**src/rtl/shifter_pkg.sv**
```systemverilog
// Shared types and constants for the nibble deserializer.
// Latency: n/a (declarations only).
// Backpressure: n/a.
package shifter_pkg;

  // Default output word width.
  localparam int DEF_W = 4;

  // Deserializer control states.
  typedef enum logic [1:0] {
    IDLE  = 2'd0,
    SHIFT = 2'd1,
    HOLD  = 2'd2
  } state_t;

endpackage

```
**src/rtl/nibble_deser_shift_step.sv**
```systemverilog
// One-bit insert into a W-bit word, toward the MSB or the LSB end.
// Latency: combinational.
// Backpressure: none.
module shift_step
  import shifter_pkg::*;
#(
  parameter int W = DEF_W
) (
  input  logic [W-1:0] word_in,
  input  logic         bit_in,
  input  logic         dir_in,
  output logic [W-1:0] word_out
);

  // dir_in=0 shifts left (new bit enters at bit 0), dir_in=1 shifts right
  // (new bit enters at bit W-1).
  always_comb begin
    word_out = word_in;
    if (dir_in) begin
      word_out = {bit_in, word_in[W-1:1]};
    end else begin
      word_out = {word_in[W-2:0], bit_in};
    end
  end

endmodule

```
**src/rtl/nibble_deser.sv**
```systemverilog
// Serial-to-parallel deserializer: W data bits (plus optional even-parity bit
// when NIBBLE_DESER_PARITY_EN is defined) assembled into o.
// Latency: o_valid rises 1 cycle after the frame's last bit is sampled.
// Backpressure: word held until o_ready; bits arriving while held are dropped
// and flagged on ovr.
module nibble_deser
  import shifter_pkg::*;
#(
  parameter int W = DEF_W
) (
  input  logic         clk,
  input  logic         nrst,
  input  logic         sin,
  input  logic         sin_valid,
  input  logic         dir,
  output logic [W-1:0] o,
  output logic         o_valid,
  input  logic         o_ready,
  output logic         busy,
  output logic         ovr,
  output logic         perr
);

`ifdef NIBBLE_DESER_PARITY_EN
  localparam int FLEN   = W + 1;
  localparam bit PAR_EN = 1'b1;
`else
  localparam int FLEN   = W;
  localparam bit PAR_EN = 1'b0;
`endif
  localparam int            CW   = $clog2(W + 2);
  localparam logic [CW-1:0] LAST = CW'(FLEN - 1);

  state_t        state;
  logic [CW-1:0] cnt;
  logic          dir_l;
  logic          step_dir;
  logic [W-1:0]  shifted;
  logic          start;
  logic          advance;
  logic          last_bit;

  // The first bit of a frame uses the live dir; later bits use the latched one.
  assign step_dir = (state == SHIFT) ? dir_l : dir;

  // A frame starts from IDLE, or from HOLD when the held word is accepted in
  // the same cycle as the next bit arrives.
  assign start    = sin_valid && ((state == IDLE) || ((state == HOLD) && o_ready));
  assign advance  = (state == SHIFT) && sin_valid;
  assign last_bit = advance && (cnt == LAST);

  shift_step #(
    .W (W)
  ) u_step (
    .word_in  (o),
    .bit_in   (sin),
    .dir_in   (step_dir),
    .word_out (shifted)
  );

  // Control FSM, bit counter and the assembled word.
  always_ff @(posedge clk or negedge nrst) begin
    if (!nrst) begin
      state   <= IDLE;
      cnt     <= '0;
      o       <= '0;
      o_valid <= 1'b0;
      busy    <= 1'b0;
      ovr     <= 1'b0;
      dir_l   <= 1'b0;
    end else begin
      ovr <= 1'b0;
      if (start) begin
        state   <= SHIFT;
        busy    <= 1'b1;
        o_valid <= 1'b0;
        dir_l   <= dir;
        cnt     <= CW'(1);
        o       <= shifted;
      end else begin
        case (state)
          IDLE: begin
            // waiting for the first bit of a frame
          end
          SHIFT: begin
            if (advance) begin
              cnt <= cnt + 1'b1;
              // the trailing parity bit is checked, never stored in o
              if (!(PAR_EN && last_bit)) begin
                o <= shifted;
              end
              if (last_bit) begin
                state   <= HOLD;
                busy    <= 1'b0;
                o_valid <= 1'b1;
              end
            end
          end
          HOLD: begin
            if (o_ready) begin
              state   <= IDLE;
              o_valid <= 1'b0;
              cnt     <= '0;
            end else if (sin_valid) begin
              ovr <= 1'b1;
            end
          end
          default: begin
            state   <= IDLE;
            busy    <= 1'b0;
            o_valid <= 1'b0;
            cnt     <= '0;
          end
        endcase
      end
    end
  end

`ifdef NIBBLE_DESER_PARITY_EN
  logic par_acc;

  // Running XOR over the frame; its final value including the parity bit is
  // the error flag, held with the word.
  always_ff @(posedge clk or negedge nrst) begin
    if (!nrst) begin
      par_acc <= 1'b0;
      perr    <= 1'b0;
    end else if (start) begin
      par_acc <= sin;
      perr    <= 1'b0;
    end else if (advance) begin
      par_acc <= par_acc ^ sin;
      if (last_bit) begin
        perr <= par_acc ^ sin;
      end
    end
  end
`else
  assign perr = 1'b0;
`endif

endmodule

```
**config.mk**
```make
export PLATFORM = sky130hd
export DESIGN_NAME = nibble_deser
export DESIGN_NICKNAME = d
export VERILOG_FILES = /design/src/rtl/shifter_pkg.sv /design/src/rtl/nibble_deser_shift_step.sv /design/src/rtl/nibble_deser.sv
export SDC_FILE = /design/constraint.sdc
export NUM_CORES = 1
export LEC_CHECK = 0
export ABC_CLOCK_PERIOD_IN_PS = 1500
export CAP_MARGIN = 20
export CORE_UTILIZATION = 35
export DETAILED_ROUTE_END_ITERATION = 8
export SKIP_CTS_REPAIR_TIMING = 1
export SLEW_MARGIN = 20
export SYNTH_ARGS = -nofsm -noshare
export SYNTH_HDL_FRONTEND = slang
export SYNTH_SLANG_ARGS = --single-unit
```
**constraint.sdc**
```tcl
create_clock -name clk -period 1.5 [get_ports clk]
set_clock_uncertainty 0.05 [all_clocks]
set_input_delay 0.225 -clock clk [delete_from_list [all_inputs] [get_ports clk]]
set_output_delay 0.225 -clock clk [all_outputs]
set_load 0.05 [all_outputs]
```
* Yosys cells after proc, flatten, opt, wreduce, memory -nomap -nowiden
Index checks and enable logic that the tools add are counted.
** Storage, ports and cells
- Logic and storage cells :: 56
- Input bits :: 6
- Bits in registers :: 13
- Output and inout port bits :: 8
** Operators by class
- Equality and inequality tests :: 8
- Muxes and demuxes :: 27
- Add/subtract/negate cells :: 1
- Reductions and logical operators :: 13
** Operator list (number)
- two-way mux 4 bit :: 4
- two-way mux 1 bit :: 12
- two-way mux 3 bit :: 3
- inequality test 3 bit, second input constant :: 3
- one-hot mux 3 bit (3 select lines) :: 1
- two-way mux 2 bit :: 4
- one-hot mux 2 bit (3 select lines) :: 1
- AND reduction 3 bit :: 2
- logical AND 1 bit :: 4
- AND reduction 4 bit :: 1
- nonzero test 2 bit :: 2
- adder 3 x 1 -> 3 bit, second input constant :: 1
- == test 3 x 2 -> 1 bit, second input constant :: 1
- one-hot mux 1 bit (3 select lines) :: 1
- == test 2 x 1 -> 1 bit, second input constant :: 1
- == test 2 bit, second input constant :: 1
- zero test 2 bit :: 1
- inequality test 2 x 1 -> 1 bit, second input constant :: 1
- inequality test 2 bit, second input constant :: 1
- one-hot mux 1 bit (2 select lines) :: 1
- AND reduction 2 bit :: 1
- OR reduction 2 bit :: 1
- logical OR 1 bit :: 1

* Longest topological paths before layout
Gate-level depths: netlist of the first run.
- Word-level depth :: 7
- Mapped depth :: 5
- Mapped depth without buffers :: 5

* By module
Synthesis of the first run repeated with hierarchy kept, for this count alone.
** Unflattened totals
- Cells, all modules :: 58
- Area, all modules :: 661.9 sq um
** Modules (own cells, without submodules)
- nibble_deser :: area an instance 616.8 sq um, sequential area each 300.3 sq um, times used 1, cells an instance 54
- shift_step :: area an instance 45.0 sq um, sequential area each 0.0 sq um, times used 1, cells an instance 4

* Worst setup path before layout of the first run
No wires, ideal clock.
- Path kind :: register to register
- Start point :: register, netlist name o_valid
- End point :: register o[2]
- Library setup time :: 137 ps
- Required time :: 1313 ps
- Stages on the path, launching flop included :: 5
- Period minus slack after synthesis :: 1670 ps
- Data arrival time :: 1483 ps
- Path slack :: -170 ps
- Buffers on the path :: 0
- Path through :: dfrtp_1 nand2b_4 mux2i_4 mux2i_1 o21ai_1
** RTL lines
- end signal: assignment :: RTL line nibble_deser.sv:79 : o <= shifted;
- end signal: assignment :: RTL line nibble_deser.sv:90 : o <= shifted;
- end: declaration :: RTL line nibble_deser.sv:16 : output logic [W-1:0] o,

* Worst setup path in the final report of the first run
- Start point :: register cnt[0]
- End point :: register cnt[2]
** Between the ends
- Cells in the longest elaborated chain, start to end :: 4
** Ends and longest elaborated chain
- start: declaration :: RTL line nibble_deser.sv:35 : logic [CW-1:0] cnt;
- start signal: assignment :: RTL line nibble_deser.sv:87 : cnt <= cnt + 1'b1;
- adder 3 x 1 -> 3 bit :: RTL line nibble_deser.sv:87
- two-way mux 3 bit :: RTL line nibble_deser.sv:86 : if (advance) begin
- one-hot mux 3 bit (3 select lines) :: RTL line nibble_deser.sv:81 : case (state)
- two-way mux 3 bit :: RTL line nibble_deser.sv:73 : if (start) begin
Every way passes these cells. The select of a mux whose other input is x is not followed.
A chain may end at the register's enable or synchronous reset.

==> key figures, run 1 <==
STA
  – Setup violators final: 0
  – Tcrit/Tclk final: 0.9287
  – Final Hold Fails: 0
  – Unrepaired setup endpoints after global routing: false
  – Final Max Tran Viols: 0
  – Worst Hold Slack: 0.2050 ns
  – Setup TNS: 0 ns
  – Minimum clock period after layout: 1.393 ns
  – Max Fclk: 0.7178 GHz

Floorplan
  – Die H: 44.62 µm
  – CORE AREA: approximately 1700 µm²
  – IO Count: 14
  – Initial Util: 0.3722
  – Chip width: 44.62 µm
  – Die ar.: 1991 µm²
  – # rows: 15

Clock tree
  – Total CTS buffers: 3
  – Clk Latency, worst-skew pair: 0.27 ns
  – H-tree Lvls: 1
  – Clock Tree Buf Depth: 2
  – Clock tree sinks: 12
  – Clock transition at the registers of the reported paths: ~0.070 ns
  – CTS Root Cell: clkbuf_4
  – TritonCTS clock tree: yes

Power
  – Leak Pwr: 0.0004010 µW
  – Max VDD drop: 1.004 mV
  – Pwr dens: 2147 nW/µm²
  – Final Total Pwr: 1932 µW

Critical path
  – Max Fanout on Critical Path: 3
  – Critical Path Start Type: flop
  – Crit end category: flop
  – WP data required: about 1.6 ns
  – Arr. time, crit path: between 1.5 and 2 ns
  – Crit Path Class: flop to flop

Yosys
  – Netlist Area Pre-Place: 635.6 µm²
  – Syn. warnings: 0
  – Seq/Total Area, Yosys: 0.4724
  – Main synth FF type: dfrtp_1
  – Avg Synthesized Cell Area: 10.59 µm²
  – Async S/R FF share, synth: 1.000
  – Syn nets: 68
  – FF+latch count, synth: 12
  – Post-synth top area cell: dfrtp_1
  – Commonest cells post-synth: dfrtp_1 (12), nand2_1 (6), mux2i_1 (5), o21ai_1 (5), inv_1 (4)
  – Top-count cell post-synth: dfrtp_1
  – Distinct cells, synth: 27
  – Top-area cell type share of the netlist area: 0.4724
  – Cell count after synthesis: 60
  – Number of synthesized flops with an enable pin: 0
  – Synth area leaders: dfrtp_1 (47%), mux2i_1 (7.9%), ha_1 (3.9%)

Place
  – Buffers on Ports: 12
  – Placer Congestion: 0.7656
  – Post-DP HPWL: 898.4 µm
  – Inst Count DP: just under 100

Cells and area
  – Inserted Diodes: 0
  – Fillers: 156
  – Layout cells sized above 1: 0.2821
  – Final #Nets: 87
  – Final Core Density: 0.5267
  – Area Overhead vs Synth: 41.54%
  – Finished Layout Cells: 103

GRT
  – Initial antenna violation count: 0
  – Total grt overflow: 0
  – Vias in the first global route: 455
  – First-pass GRT wire length: 2021 µm
  – Largest net degree at the start of global routing: 13
  – GRT Total Usage: 0.1463

Route
  – Via density: roughly 4.7
  – WL/cell: roughly 11 µm
  – Drt initial violations: 4
  – DRT Pass-1 Iters: 2
  – # DRC: 0
  – DR vias: ~480
  – Drt total wl: 1171 µm
  – ANT nets after route: 0

Job
  – Total of max-cap violations: 0

Hold path
  – Worst hold path class: primary input to asynchronous set/reset pin

Run status
  – Outcome: completed
-- cells in the final DEF (no fill, tap or decap), types with 3 or more instances in the layout --
cell type,count
dfrtp_1,11
nand2_1,6
buf_12,6
buf_4,6
mux2i_1,5
clkdlybuf4s50_1,5
inv_1,4
o21ai_1,4
o21ai_0,3
clkbuf_4,3
-- where the power goes --
| group | internal [µW] | leakage [µW] | total (µW) | switching (µW) |
|---|---|---|---|---|
| sequential | 457 | 0.000149 | 616 | 159 |
| clock | 147 | 0.0000210 | 248 | 101 |
| combinational | 542 | 0.000231 | 1070 | 526 |
-- per-layer routing --
metal  up-vias  routed length [µm]  global-route usage
li1        244                   -                   -
met1       225                 575              0.2020
met2         8                 538              0.2029
met3         2                  43             0.07347
met4         0                  14             0.03636
met5         -                   0                   0
-- critical path: stages (launching register included) --
cell and delay [ns]:
dfrtp_1 0.41, ha_1 0.21, ha_1 0.26, nor3_1 0.14
a21oi_1 0.06, o21ai_0 0.19
-- per-stage QoR --
step	worst slack [ns]	area (µm²)
2_1_floorplan	0.01918	636.9
3_3_place_gp	-0.05887	859.6
3_5_place_dp	-0.08304	859.6
4_1_cts	0.09532	895.9
5_1_grt	0.001808	899.6
6_report	0.1069	899.6
-- flip-flops by register name, summed over array words and instances (netlist names) --
name     cells
o            4
state        1
busy         1
dir_l        1
cnt          3
ovr          1
o_valid      1
-- logic make-up after synthesis --
kind of cell | count (synthesis) | share of synthesized area
muxes | 7 | 0.1319
AOI/OAI and AO/OA | 16 | 0.1595
and+or+nand+nor | 14 | 0.1161
DFF | 12 | 0.4724
other | 1 | 0.005900
adders and majority gates | 2 | 0.03936
xor gates and xnor gates | 1 | 0.01378
buffers and inverters | 7 | 0.06101
-- layout make-up --
| type | instances | area (µm²) | share of cell area |
|---|---|---|---|
| Clock buffer | 4 | 36.28 | 0.04033 |
| Inverter | 4 | 15.01 | 0.01669 |
| Multi-Input combinational cell | 41 | 300.3 | 0.3338 |
| Sequential cell | 12 | 301.5 | 0.3352 |
| Tap cell | 25 | 31.28 | 0.03477 |
| Timing Repair Buffer | 17 | 215.2 | 0.2392 |
-- worst paths after layout --
kind / endpoint / slack [ns] / depth (start not counted) / start
setup / recovery: cnt[2]$_DFFE_PN0P_ / 0.11 / 5 / cnt[0]$_DFFE_PN0P_
hold / removal: ovr$_DFF_PN0_ / 0.21 / 2 / nrst
setup reg to reg: cnt[2]$_DFFE_PN0P_ / 0.11 / 5 / cnt[0]$_DFFE_PN0P_
hold reg to reg: cnt[1]$_DFFE_PN0P_ / 0.48 / 2 / cnt[1]$_DFFE_PN0P_
max in group asynchronous: o_valid$_DFFE_PN0P_ / 1.03 / 2 / nrst
min in group clk: cnt[1]$_DFFE_PN0P_ / 0.48 / 2 / cnt[1]$_DFFE_PN0P_
Note: power is estimated with default switching activity, not from simulation.
==> run 2, diff against run 1 <==
Settings changed: CORE_UTILIZATION 35 to 47, PLACE_DENSITY set to 0.75, TNS_END_PERCENT set to 100.
==> run 2 against run 1 <==
Setup slack got worse by 0.0085 ns. Sequential power rose by 4.1%. Register-to-register slack barely moved. Sequential cell count did not move. Via count rose by 4.6%. Critical endpoint is now o[1]$_DFFE_PN0P_. Largest power group unchanged. Highest routed layer unchanged.
==> key figures, run 2 (synthesized netlist as in run 1, its figures left out) <==
Run status
  – Outcome: completed (unchanged)

Route
  – Via density: 5.446 (was 4.650)
  – DRT Pass-1 Iters: 4 (was 2)
  – # DRC: 0 (unchanged)
  – ANT nets after route: 0 (unchanged)
  – WL/cell: 14.12 µm (was 11.37 µm)
  – DR vias: 501 (was 479)
  – Drt total wl: 1299 µm (was 1171 µm)
  – Drt initial violations: 16 (was 4)

STA
  – Minimum clock period after layout: 1.402 ns (was 1.393 ns)
  – Final Max Tran Viols: 0 (unchanged)
  – Worst Hold Slack: 0.1938 ns (was 0.2050 ns)
  – Final Hold Fails: 0 (unchanged)
  – Max Fclk: 0.7135 GHz (was 0.7178 GHz)
  – Setup violators final: 0 (unchanged)
  – Setup TNS: 0 ns (unchanged)
  – Final setup margin: 0.09841 ns (was 0.1069 ns)
  – Unrepaired setup endpoints after global routing: false (unchanged)
  – Tcrit/Tclk final: 0.9344 (was 0.9287)

Place
  – Buffers on Ports: 12 (unchanged)
  – Post-DP HPWL: 1056 µm (was 898.4 µm)
  – Inst Count DP: 88 (was 99)
  – Placer Congestion: 0.8548 (was 0.7656)
  – Dpl ws: -0.06990 ns (was -0.08304 ns)
  – Cell area after placement: 858.3 µm² (was 859.6 µm²)

Clock tree
  – Clock Tree Buf Depth: 2 (unchanged)
  – TritonCTS clock tree: yes (unchanged)
  – Clock transition at the registers of the reported paths: 0.07 ns (about the same)
  – CTS Root Cell: clkbuf_4 (unchanged)
  – H-tree Lvls: 1 (unchanged)
  – Clk Latency, worst-skew pair: 0.27 ns (about the same)
  – Clock tree sinks: 12 (unchanged)
  – Total CTS buffers: 3 (unchanged)

Cells and area
  – Max reg flops: 4 (unchanged)
  – Layout cells sized above 1: 0.2821 (unchanged)
  – Most frequent cells in the layout: dfrtp_1 (10), buf_12 (7), nand2_1 (6) (was dfrtp_1 (11), nand2_1 (6), buf_12 (6), buf_4 (6))
  – Reg with most FFs: o (unchanged)
  – Final instance area: 895.9 µm² (was 899.6 µm²)
  – Regs by FF count: o x4, cnt x3 (unchanged)
  – Commonest non-fill, non-tap cell in the layout: dfrtp_1 (unchanged)
  – Fillers: 83 (was 156)
  – Final #Nets: 87 (unchanged)
  – Inserted Diodes: 0 (unchanged)
  – Area Overhead vs Synth: 40.94% (was 41.54%)
  – Finished Layout Cells: 92 (was 103)

Critical path
  – Critical path buffers and inverters: 0 (unchanged)
  – Reg2Reg Depth: 4 (was 5)
  – WP data required: 1.59 ns (was 1.63 ns)
  – Arr. time, crit path: 1.49 ns (was 1.52 ns)
  – Crit-path cells: nand2b_4 > mux2i_4 > mux2i_1 > o21ai_1 (was ha_1 > ha_1 > nor3_1 > a21oi_1 > o21ai_0)
  – Crit Path Class: flop to flop (unchanged)
  – Crit path max-delay family: multiplexers (was adder cells)
  – Max stage delay cell, worst path: dfrtp_2 (was dfrtp_1)
  – Slowest cell delay on critical path: 0.47 ns (was 0.41 ns)
  – CP Depth: 4 (was 5)
  – Critical Path Start Type: flop (unchanged)
  – Max Fanout on Critical Path: 8 (was 3)
  – Crit end category: flop (unchanged)
  – Worst Setup SP: state[0]$_DFFE_PN0P_ (was cnt[0]$_DFFE_PN0P_)
  – Worst r2r src: state[0]$_DFFE_PN0P_ (was cnt[0]$_DFFE_PN0P_)

Hold path
  – Worst hold path class: primary input to asynchronous set/reset pin (unchanged)

Floorplan
  – CORE AREA: 1186 µm² (was 1708 µm²)
  – # rows: 12 (was 15)
  – Die ar.: 1504 µm² (was 1991 µm²)
  – Die H: 38.78 µm (was 44.62 µm)
  – Initial Util: 0.5359 (was 0.3722)
  – Chip width: 38.78 µm (was 44.62 µm)
  – IO Count: 14 (unchanged)

Power
  – Pwr dens: 2183 nW/µm² (was 2147 nW/µm²)
  – Leak Pwr: 0.0004019 µW (was 0.0004010 µW)
  – Max VDD drop: 1.338 mV (was 1.004 mV)

GRT
  – First-pass GRT wire length: 2311 µm (was 2021 µm)
  – Initial antenna violation count: 0 (unchanged)
  – Largest net degree at the start of global routing: 13 (unchanged)
  – Total grt overflow: 0 (unchanged)
  – GRT Total Usage: 0.2344 (was 0.1463)
  – Vias in the first global route: 526 (was 455)

Job
  – Total of max-cap violations: 0 (unchanged)
run 2: changes by cell type in the layout (fill, tap and decap cells not counted):
cell	change
o21ai_1	+1
dfrtp_1	-1
dfrtp_2	+1
buf_12	+1
o21ai_2	-1
buf_4	-1
run 2: cell type report:
class | instances | area [µm²] | area share
clock buffer | 4 | 36.28 | 0.04050
inverter | 4 | 15.01 | 0.01676
timing repair buffer | 17 | 227.7 | 0.2542
multi-input combinational | 41 | 296.5 | 0.3310
sequential | 12 | 302.8 | 0.3380
tap | 14 | 17.52 | 0.01955
run 2: final timing paths:
path / slack, ns / end
min: 0.19 / ovr$_DFF_PN0_
min in group clk: 0.48 / cnt[1]$_DFFE_PN0P_
max: 0.1 / o[1]$_DFFE_PN0P_
min reg2reg: 0.48 / cnt[1]$_DFFE_PN0P_
max reg2reg: 0.1 / o[1]$_DFFE_PN0P_
max in group asynchronous: 1.04 / state[0]$_DFFE_PN0P_
run 2: report_power, final:
part	total (µW)	leakage, µW	internal (µW)	switching [µW]
combinational	1060	0.000232	542	522
sequential	641	0.000149	459	181
clock	251	0.0000210	148	103
total	1960	0.000402	1150	806
run 2: metrics by stage:
stage / utilization / power, µW
2_1_floorplan: - / 1263
3_3_place_gp: 0.7236 / 1678
3_5_place_dp: 0.7236 / 1718
4_1_cts: 0.7542 / 1974
5_1_grt: 0.7553 / 2079
6_report: 0.7553 / 1955
run 2: worst register-to-register path, delay by kind of cell, from the launching register on:
kind             cells  cell delay [ns]
multiplexers         2             0.56
AO/OA/AOI/OAI        1             0.08
flip-flops           1             0.47
AND/OR/NAND/NOR      1             0.10
run 2: layer usage:
metal  track usage  vias to the layer above  wire length (µm)
met3       0.06936                        2                58
met1        0.2852                      242               555
met4       0.07759                        0                10
met5             0                        -                 0
li1              -                      246                 -
met2        0.3917                       11               674
